**config.mk**
```make
export PLATFORM = sky130hd
export DESIGN_NAME = nand_reset_seq
export DESIGN_NICKNAME = d
export VERILOG_FILES = /design/src/rtl/nand_phy_pkg.sv /design/src/rtl/nand_sync2.sv /design/src/rtl/nand_reset_seq.sv
export SDC_FILE = /design/constraint.sdc
export NUM_CORES = 1
export LEC_CHECK = 0
export ABC_CLOCK_PERIOD_IN_PS = 2530
export CORE_MARGIN = 2
export CORE_UTILIZATION = 50
export CTS_BUF_LIST = sky130_fd_sc_hd__clkbuf_4
export DETAILED_ROUTE_END_ITERATION = 6
export PLACE_DENSITY = 0.76
export SETUP_SLACK_MARGIN = 0.02
export SKIP_CTS_REPAIR_TIMING = 1
export SYNTH_ARGS = -nofsm -noshare
export SYNTH_HDL_FRONTEND = slang
export SYNTH_SLANG_ARGS = --single-unit
```
**constraint.sdc**
```tcl
create_clock -name clk0 -period 2.53 [get_ports clk0]
set_clock_uncertainty 0.2 [all_clocks]
set_input_delay 0.253 -clock clk0 [delete_from_list [all_inputs] [get_ports clk0]]
set_output_delay 0.253 -clock clk0 [all_outputs]
set_load 0.02 [all_outputs]
```
**src/rtl/nand_phy_pkg.sv**
```systemverilog
// Shared NAND PHY definitions: sequencer states, ONFI command bytes, default timings.
package nand_phy_pkg;

    typedef enum logic [3:0] {
        ST_IDLE,
        ST_POR_WAIT,
        ST_CMD_SETUP,
        ST_WE_LOW,
        ST_WE_HIGH,
        ST_WB_WAIT,
        ST_POLL,
        ST_DONE,
        ST_ERR
    } state_t;

    localparam logic [7:0] ONFI_CMD_RESET       = 8'hFF;
    localparam logic [7:0] ONFI_CMD_READ_ID     = 8'h90;
    localparam logic [7:0] ONFI_CMD_READ_STATUS = 8'h70;
    localparam logic [7:0] ONFI_CMD_READ_PARAM  = 8'hEC;

    localparam int unsigned DEF_POR_WAIT_CYC = 100;
    localparam int unsigned DEF_T_CS_CYC     = 2;
    localparam int unsigned DEF_T_WP_CYC     = 2;
    localparam int unsigned DEF_T_WH_CYC     = 2;
    localparam int unsigned DEF_T_WB_CYC     = 10;
    localparam int unsigned DEF_TIMEOUT_CYC  = 100000;

    // NAND pin bundle driven towards the PHY.
    typedef struct packed {
        logic       ce_n;
        logic       cle;
        logic       ale;
        logic       we_n;
        logic       re_n;
        logic       wp_n;
        logic [7:0] dq_out;
        logic       dq_oe;
    } nand_bus_t;

    localparam nand_bus_t BUS_IDLE = '{ce_n: 1'b1, cle: 1'b0, ale: 1'b0, we_n: 1'b1,
                                       re_n: 1'b1, wp_n: 1'b0, dq_out: 8'h00, dq_oe: 1'b0};

    function automatic int unsigned max_u(input int unsigned a, input int unsigned b);
        return (a > b) ? a : b;
    endfunction

endpackage

```
**src/rtl/nand_sync2.sv**
```systemverilog
// Two-flop synchronizer for asynchronous NAND pins, with selectable reset value.
module nand_sync2 #(
    parameter bit RST_VAL = 1'b1
) (
    input  logic clk,
    input  logic rst_n,
    input  logic d,
    output logic q
);

    logic meta;

    always_ff @(posedge clk or negedge rst_n) begin
        if (!rst_n) begin
            meta <= RST_VAL;
            q    <= RST_VAL;
        end else begin
            meta <= d;
            q    <= meta;
        end
    end

endmodule

```
**src/rtl/nand_reset_seq.sv**
```systemverilog
// NAND power-on reset sequencer: settle wait, one async RESET (FFh) command latch, R/B# poll.
module nand_reset_seq
    import nand_phy_pkg::*;
#(
    parameter int unsigned POR_WAIT_CYC = DEF_POR_WAIT_CYC,
    parameter int unsigned T_CS_CYC     = DEF_T_CS_CYC,
    parameter int unsigned T_WP_CYC     = DEF_T_WP_CYC,
    parameter int unsigned T_WH_CYC     = DEF_T_WH_CYC,
    parameter int unsigned T_WB_CYC     = DEF_T_WB_CYC,
    parameter int unsigned TIMEOUT_CYC  = DEF_TIMEOUT_CYC,
    parameter bit          AUTO_START   = 1'b1,
    parameter logic [7:0]  CMD_RESET    = ONFI_CMD_RESET
) (
    input  logic       clk0,
    input  logic       rstn0,
    input  logic       start,
    input  logic       rb_n,
    output logic       ce_n,
    output logic       cle,
    output logic       ale,
    output logic       we_n,
    output logic       re_n,
    output logic       wp_n,
    output logic [7:0] dq_out,
    output logic       dq_oe,
    output logic       busy,
    output logic       done,
    output logic       err
);

    localparam int unsigned MAX_CYC = max_u(max_u(max_u(POR_WAIT_CYC, T_CS_CYC),
                                                  max_u(T_WP_CYC, T_WH_CYC)),
                                            max_u(T_WB_CYC, TIMEOUT_CYC));
    localparam int unsigned CNT_W   = $clog2(MAX_CYC + 1);

    state_t           state, state_nxt;
    logic [CNT_W-1:0] cnt, cnt_nxt;
    logic             first;
    logic             rb_s;
    nand_bus_t        bus_q, bus_nxt;
    logic             busy_nxt, done_nxt, err_nxt;

    nand_sync2 #(.RST_VAL(1'b1)) u_rb_sync (
        .clk   (clk0),
        .rst_n (rstn0),
        .d     (rb_n),
        .q     (rb_s)
    );

    // Count preload on entry: N-1 so a timed state spans exactly N cycles.
    function automatic logic [CNT_W-1:0] load_of(input state_t s);
        case (s)
            ST_POR_WAIT:  return CNT_W'(POR_WAIT_CYC - 1);
            ST_CMD_SETUP: return CNT_W'(T_CS_CYC - 1);
            ST_WE_LOW:    return CNT_W'(T_WP_CYC - 1);
            ST_WE_HIGH:   return CNT_W'(T_WH_CYC - 1);
            ST_WB_WAIT:   return CNT_W'(T_WB_CYC - 1);
            ST_POLL:      return CNT_W'(TIMEOUT_CYC - 1);
            default:      return '0;
        endcase
    endfunction

    always_ff @(posedge clk0 or negedge rstn0) begin
        if (!rstn0) begin
            state <= ST_IDLE;
            cnt   <= '0;
            first <= 1'b1;
        end else begin
            state <= state_nxt;
            cnt   <= cnt_nxt;
            first <= 1'b0;
        end
    end

    always_comb begin
        state_nxt = state;
        cnt_nxt   = (cnt != '0) ? cnt - CNT_W'(1) : cnt;
        unique case (state)
            ST_IDLE:      if (start || (AUTO_START && first)) state_nxt = ST_POR_WAIT;
            ST_POR_WAIT:  if (cnt == '0) state_nxt = ST_CMD_SETUP;
            ST_CMD_SETUP: if (cnt == '0) state_nxt = ST_WE_LOW;
            ST_WE_LOW:    if (cnt == '0) state_nxt = ST_WE_HIGH;
            ST_WE_HIGH:   if (cnt == '0) state_nxt = ST_WB_WAIT;
            ST_WB_WAIT:   if (cnt == '0) state_nxt = ST_POLL;
            ST_POLL: begin
                // Ready wins over a timeout expiring on the same cycle.
                if (rb_s)            state_nxt = ST_DONE;
                else if (cnt == '0)  state_nxt = ST_ERR;
            end
            ST_DONE, ST_ERR: if (start) state_nxt = ST_POR_WAIT;
            default:      state_nxt = ST_IDLE;
        endcase
        if (state_nxt != state) cnt_nxt = load_of(state_nxt);
    end

    // Outputs decoded from the next state and registered, so pins align with state.
    always_comb begin
        bus_nxt  = BUS_IDLE;
        busy_nxt = 1'b0;
        done_nxt = 1'b0;
        err_nxt  = 1'b0;
        case (state_nxt)
            ST_POR_WAIT: begin
                bus_nxt.wp_n = 1'b1;
                busy_nxt     = 1'b1;
            end
            ST_CMD_SETUP, ST_WE_LOW, ST_WE_HIGH: begin
                bus_nxt.wp_n   = 1'b1;
                bus_nxt.ce_n   = 1'b0;
                bus_nxt.cle    = 1'b1;
                bus_nxt.dq_oe  = 1'b1;
                bus_nxt.dq_out = CMD_RESET;
                bus_nxt.we_n   = (state_nxt != ST_WE_LOW);
                busy_nxt       = 1'b1;
            end
            ST_WB_WAIT, ST_POLL: begin
                bus_nxt.wp_n = 1'b1;
                bus_nxt.ce_n = 1'b0;
                busy_nxt     = 1'b1;
            end
            ST_DONE: begin
                bus_nxt.wp_n = 1'b1;
                done_nxt     = 1'b1;
            end
            ST_ERR: begin
                bus_nxt.wp_n = 1'b1;
                err_nxt      = 1'b1;
            end
            default: ;
        endcase
    end

    always_ff @(posedge clk0 or negedge rstn0) begin
        if (!rstn0) begin
            bus_q <= BUS_IDLE;
            busy  <= 1'b0;
            done  <= 1'b0;
            err   <= 1'b0;
        end else begin
            bus_q <= bus_nxt;
            busy  <= busy_nxt;
            done  <= done_nxt;
            err   <= err_nxt;
        end
    end

    assign ce_n   = bus_q.ce_n;
    assign cle    = bus_q.cle;
    assign ale    = bus_q.ale;
    assign we_n   = bus_q.we_n;
    assign re_n   = bus_q.re_n;
    assign wp_n   = bus_q.wp_n;
    assign dq_out = bus_q.dq_out;
    assign dq_oe  = bus_q.dq_oe;

endmodule
```
* Word level (Yosys, flattened, before mapping)
Index checks and enable logic that the tools add are counted.
** Storage, ports and cells
- Bits in registers :: 40
- Input port bits :: 4
- Word-level logic and storage cells :: 64
** Operators by class
- Add/sub/neg operators :: 1
- Equal/unequal tests :: 18
- Mux-type cells :: 21
- Reduce and logical (&&, ||, !) cells :: 10
** Operators by type and width (count)
- $pmux W17 S4 :: 1
- $mux W4 :: 9
- $mux W17 :: 2
- $eq A4 B3 Y1 const B :: 8
- $pmux W4 S8 :: 1
- $logic_not A17 Y1 :: 1
- $reduce_bool A17 Y1 :: 1
- $sub A17 B1 Y17 const B :: 1
- $eq A4 B2 Y1 const B :: 4
- $mux W9 :: 1
- $eq A4 B1 Y1 const B :: 2
- $eq A4 B4 Y1 const B :: 2
- $reduce_or A8 Y1 :: 1
- $mux W1 :: 7
- $reduce_or A6 Y1 :: 1
- $reduce_or A5 Y1 :: 1
- $logic_not A4 Y1 :: 1
- $ne A4 B2 Y1 const B :: 1
- $ne A4 B4 Y1 :: 1
- $reduce_or A3 Y1 :: 1
- $reduce_bool A2 Y1 :: 1
- $reduce_or A2 Y1 :: 1
- $logic_or A1 B1 Y1 :: 1

* Depth between registers and ports, before layout
Gate-level depths: netlist of run 1.
- Word-level depth :: 8
- Gate-level depth with buffers :: 11
- Gate-level depth less buffers :: 9

* Hierarchy
A second synthesis of run 1 with hierarchy kept.
** Unflattened totals
- Cell total of the unflattened synthesis :: 184
- Area total of the unflattened synthesis :: 1779.2 um2
** Modules (own cells, without submodules)
- nand_reset_seq :: times used 1, cells an instance 182, area each 1726.7 um2, sequential area each 729.4 um2
- nand_sync2 :: times used 1, cells an instance 2, area each 52.6 um2, sequential area each 52.6 um2

* Least setup slack after synthesis of run 1
Ideal clock, no wire load.
- Path type :: register to register
- Start :: register cnt[0]
- End :: register cnt[1]
- Arrival :: 2.366 ns
- Setup slack :: -0.118 ns
- Cell stages (with the launch flop) :: 11
- Buffers on the path :: 2
- Period minus slack after synthesis :: 2.648 ns
- Cell sequence :: dfrtp_1 -> inv_1 -> ha_1 -> nor4b_1 -> and4_1 -> buf_4 -> a31oi_1 -> a41o_1 -> buf_2 -> or4b_1 -> a31oi_1
** Between the ends
- Word-level cells in the longest chain between the ends :: 8
- Elaborated cells on any way between the ends :: 23
- Classes of those cells :: add/sub (1); eq/ne (7); mux (11); reduce/logical (4)
** Ends and longest elaborated chain
- start: declaration :: RTL line nand_reset_seq.sv:37 : logic [CNT_W-1:0] cnt, cnt_nxt;
- start signal: assignment :: RTL line nand_reset_seq.sv:70 : cnt <= cnt_nxt;
- $logic_not A17 Y1 *
- $mux W4 :: RTL line nand_reset_seq.sv:88 : else if (cnt == '0) state_nxt = ST_ERR;
- $mux W4 :: RTL line nand_reset_seq.sv:87 : if (rb_s) state_nxt = ST_DONE;
- $pmux W4 S8 * :: RTL line nand_reset_seq.sv:78 : unique case (state)
- via state_nxt[2] :: RTL line nand_reset_seq.sv:36 : state_t state, state_nxt;
- $eq A4 B3 Y1 / $eq A4 B2 Y1 (equally long branches) :: RTL line nand_reset_seq.sv:52 : case (s)
- $reduce_or A3 Y1 (no line)
- $pmux W17 S4 :: RTL line nand_reset_seq.sv:52
- $mux W17 :: RTL line nand_reset_seq.sv:93 : if (state_nxt != state) cnt_nxt = load_of(state_nxt);
The timed path passes the listed nets; every way through them passes the cells marked *. The select of a mux whose other input is x is not followed.
A chain may end at the register's enable or synchronous reset.

* Worst setup path in the final report of run 1
- Start :: register cnt[0]
- End :: register cnt[6]
Same word-level chain as after synthesis.

==> results of run 1 <==
==> per-layer routing <==
metal	routed length (um)	track usage, %	up-vias
met5	0	0	-
met4	154	10.9	0
met3	267	5.18	16
met2	2300	38.3	65
met1	1890	31.6	779
li1	-	-	735
==> power by group through the flow <==
| stage | Clock, uW | Sequential (uW) | Combinational (uW) |
|---|---|---|---|
| floorplan | 0 | 891 | 1000 |
| global placement | 0 | 822 | 1570 |
| detailed placement | 0 | 832 | 1620 |
| CTS | 413 | 824 | 1640 |
| global route | 439 | 849 | 1960 |
| finish | 406 | 835 | 1810 |
==> how the worst max path moves through the flow <==
| stage | endpoint | slack (ns) |
|---|---|---|
| after detailed placement | cnt[5] | -0.15 |
| final | cnt[6] | -0.19 |
| after CTS | cnt[10] | -0.21 |
| after global routing | cnt[6] | -0.28 |
| after floorplan | cnt[5] | -0.03 |
| after global placement | cnt[5] | -0.04 |
==> cell families (layout without fill, tap and decap cells) <==
logic type      Yosys count  in the layout  share of synthesized area (%)
simple gates             73             73                           23.1
compound gates           35             35                           14.8
flops                    31             31                           44.0
buf+inv                  24             65                           7.81
xor+xnor                 16             16                           7.88
fa+ha+maj                 2              2                           1.41
other cells               2              3                          0.422
mux                       1              1                          0.563
==> stage by stage <==
stage / utilization (%) / hold WS [ns] / total power, uW
6_report: 69.0 / 0.0819 / 3050
2_1_floorplan: - / -0.243 / 1890
5_1_grt: 69.0 / 0.100 / 3240
3_5_place_dp: 63.2 / 0.159 / 2460
4_1_cts: 65.6 / 0.0855 / 2880
3_3_place_gp: 63.2 / 0.145 / 2390
==> layout by cell type, fill, tap and decap left out, types with 3 or more instances in the layout <==
cell             synthesis  final
buf_4                   12     33
nor3_1                   9      9
dfstp_2                  5      5
dfrtp_1                 26     26
xnor2_1                 13     13
clkbuf_4                 0      7
nand3_1                  6      6
nand2b_1                 6      5
xor2_1                   3      3
conb_1                   2      3
or2_2                    3      3
o22ai_1                  9      8
nor4_1                   3      3
clkdlybuf4s50_1          0     19
a31oi_1                  3      3
nand2_1                 13     13
a21oi_1                  5      4
nor2_1                  15     15
inv_2                    0      3
==> registers in the layout, summed over array words and instances, names as in the netlist <==
register / cells
u_rb_sync.meta: 1
cnt: 17
busy: 1
state: 4
err: 1
dq_out: 1
done: 1
first: 1
ce_n: 1
u_rb_sync.q: 1
wp_n: 1
we_n: 1
==> area by class of cell <==
class / count / area share (%)
well taps: 46 / 2.46
clock inverters: 1 / 1.28
repair buffers: 53 / 19.6
flip-flops and latches: 31 / 33.4
multi-input cells: 130 / 40.3
clock buffers: 7 / 2.25
inverters: 4 / 0.642
==> critical path: stages (launching register included) <==
cell	delay, ns
dfrtp_1	0.43
inv_2	0.09
ha_4	0.12
nor4b_4	0.25
nand4_1	0.27
o31ai_2	0.28
a2111o_1	0.21
inv_2	0.07
or4b_4	0.54
o22ai_1	0.17
==> impl_results.md, run 1 <==
* Beginning of the critical path: cnt[0]
* Crit end category: flop
* Place WS at -0.152 ns
* FFs w/ async S/R, synth at 100%
* Post-Layout Cell Count at approximately 270
* EDFF count, synth at 0
* Yosys Warn Count at 0
* Wire per inst at approximately 17 um
* Final nets at 231
* Die Wd at about 64 um
* Largest net degree at the start of global routing at 32
* Fin area at approximately 2300 um2
* Cell internal pwr at about 1800 uW
* Detail Route Antenna Nets at 0
* Yosys top cell by area: dfrtp_1
* Sink Count at 31
* Post-DR vias/cell at 5.86
* Crit Path Class: reg2reg
* Synth top area share at a little over a third
* Commonest cells in the netlist: dfrtp_1, nor2_1, nand2_1, xnor2_1, buf_4
* Diode count at 0
* Hpwl dp at between 3 and 4 mm
* Setup ws final at -0.186 ns
* R2r worst-path depth at 9
* Synth Area per Inst at ~9.7 um2
* # IOs at 22
* Synth Cell Area at ~1800 um2
* Fill cells at 221
* Top-count cell post-synth: dfrtp_1
* Vias in the first global route at about 1500
* Seq/Total Area, Yosys at between 40% and 50%
* Failing checks: setup timing
* Slew Limit Fails at 0
* # rows at 21
* Total Routing Usage GR at between 20% and 30%
* #FFs+latches synth at 31
* Routed wire length at roughly 4.6 mm
* First-pass DRT Iterations at 4
* Top post-synthesis cells by area: dfrtp_1, dfstp_2, xnor2_1, buf_4, nor2_1
* Die Height at ~64 um
* CTS max path bufs at 2
* Distinct cells, synth at 48
* Die ar. at between 4000 and 5000 um2
* CP Launch Type: flop
* Placed cell area at around 2100 um2
* Logic gate share of total power at around 59%
* Crit path arrival time at 2.78 ns
* Inst Count DP at between 200 and 300
* Clock Power Share at about an eighth
* Routability congestion estimate at ~0.99
* Fmax at 0.368 GHz
* Reg2reg end: cnt[6]
* Synth-to-Final Area Change at 31.4%
* Initial core utilization at between 50% and 60%
* Cells after Synth at 184
* First-pass GRT wire length at approximately 7.5 mm
* Most used flip-flop cell after synthesis: dfrtp_1
* Switch share at between 40% and 50%
* Post-route DRC at 0
* Initial DRC count at roughly 120
* Hold WC Path Type: in2async
* FF-to-FF setup slack at -0.19 ns
* # H-tree levels at 2
* Initial antenna violation count at 0
* IO Port Bufs at 19
* DR vias at around 1600
* Final-report setup violation count at 12
* Post-route setup TNS at -1.39 ns
* RSZ-0062 raised after global routing: yes
* Switching Power at between 1000 and 1500 uW
* Slew HR at between 60 and 70%
* CTS buffer count at 5
* Worst-path fanout max at 4
* Worst EP required at between 2 and 3 ns
* Worst r2r src: cnt[0]
* Clock slew seen by the registers of the worst setup and hold paths at 0.10 ns
* Multi-input logic area at around 940 um2
* Placeable Area at ~3400 um2
* Leak at roughly 0.0010 uW
* Clock root buffer: clkbuf_4
* Layout cells sized above 1 at between 30% and 40%
* Final worst-path cycle share at 107%
* FF+latch area at 782 um2
* Congestion Overflow GR at 0
* Tmin final at around 2.7 ns
* Max-cap violations at 0
* CTS tree: built
* Worst-Skew Late Latency at 0.34 ns
* Slew @ Worst Pin at 0.581 ns
* Reg power frac at between 20% and 30%
* Worst vdd ir at about 0.67 mV
* Final hold vios at 0
* Outcome: complete, but fails checks
* Pwr dens at approximately 1300 nW/um2
Power figures use the tool's default switching activity.
==> inputs of run 2 (changes only) <==
- SLEW_MARGIN: not set -> 30
==> results of run 2 <==
Same layout as run 1: the final DEF is identical, and so are final timing and power.
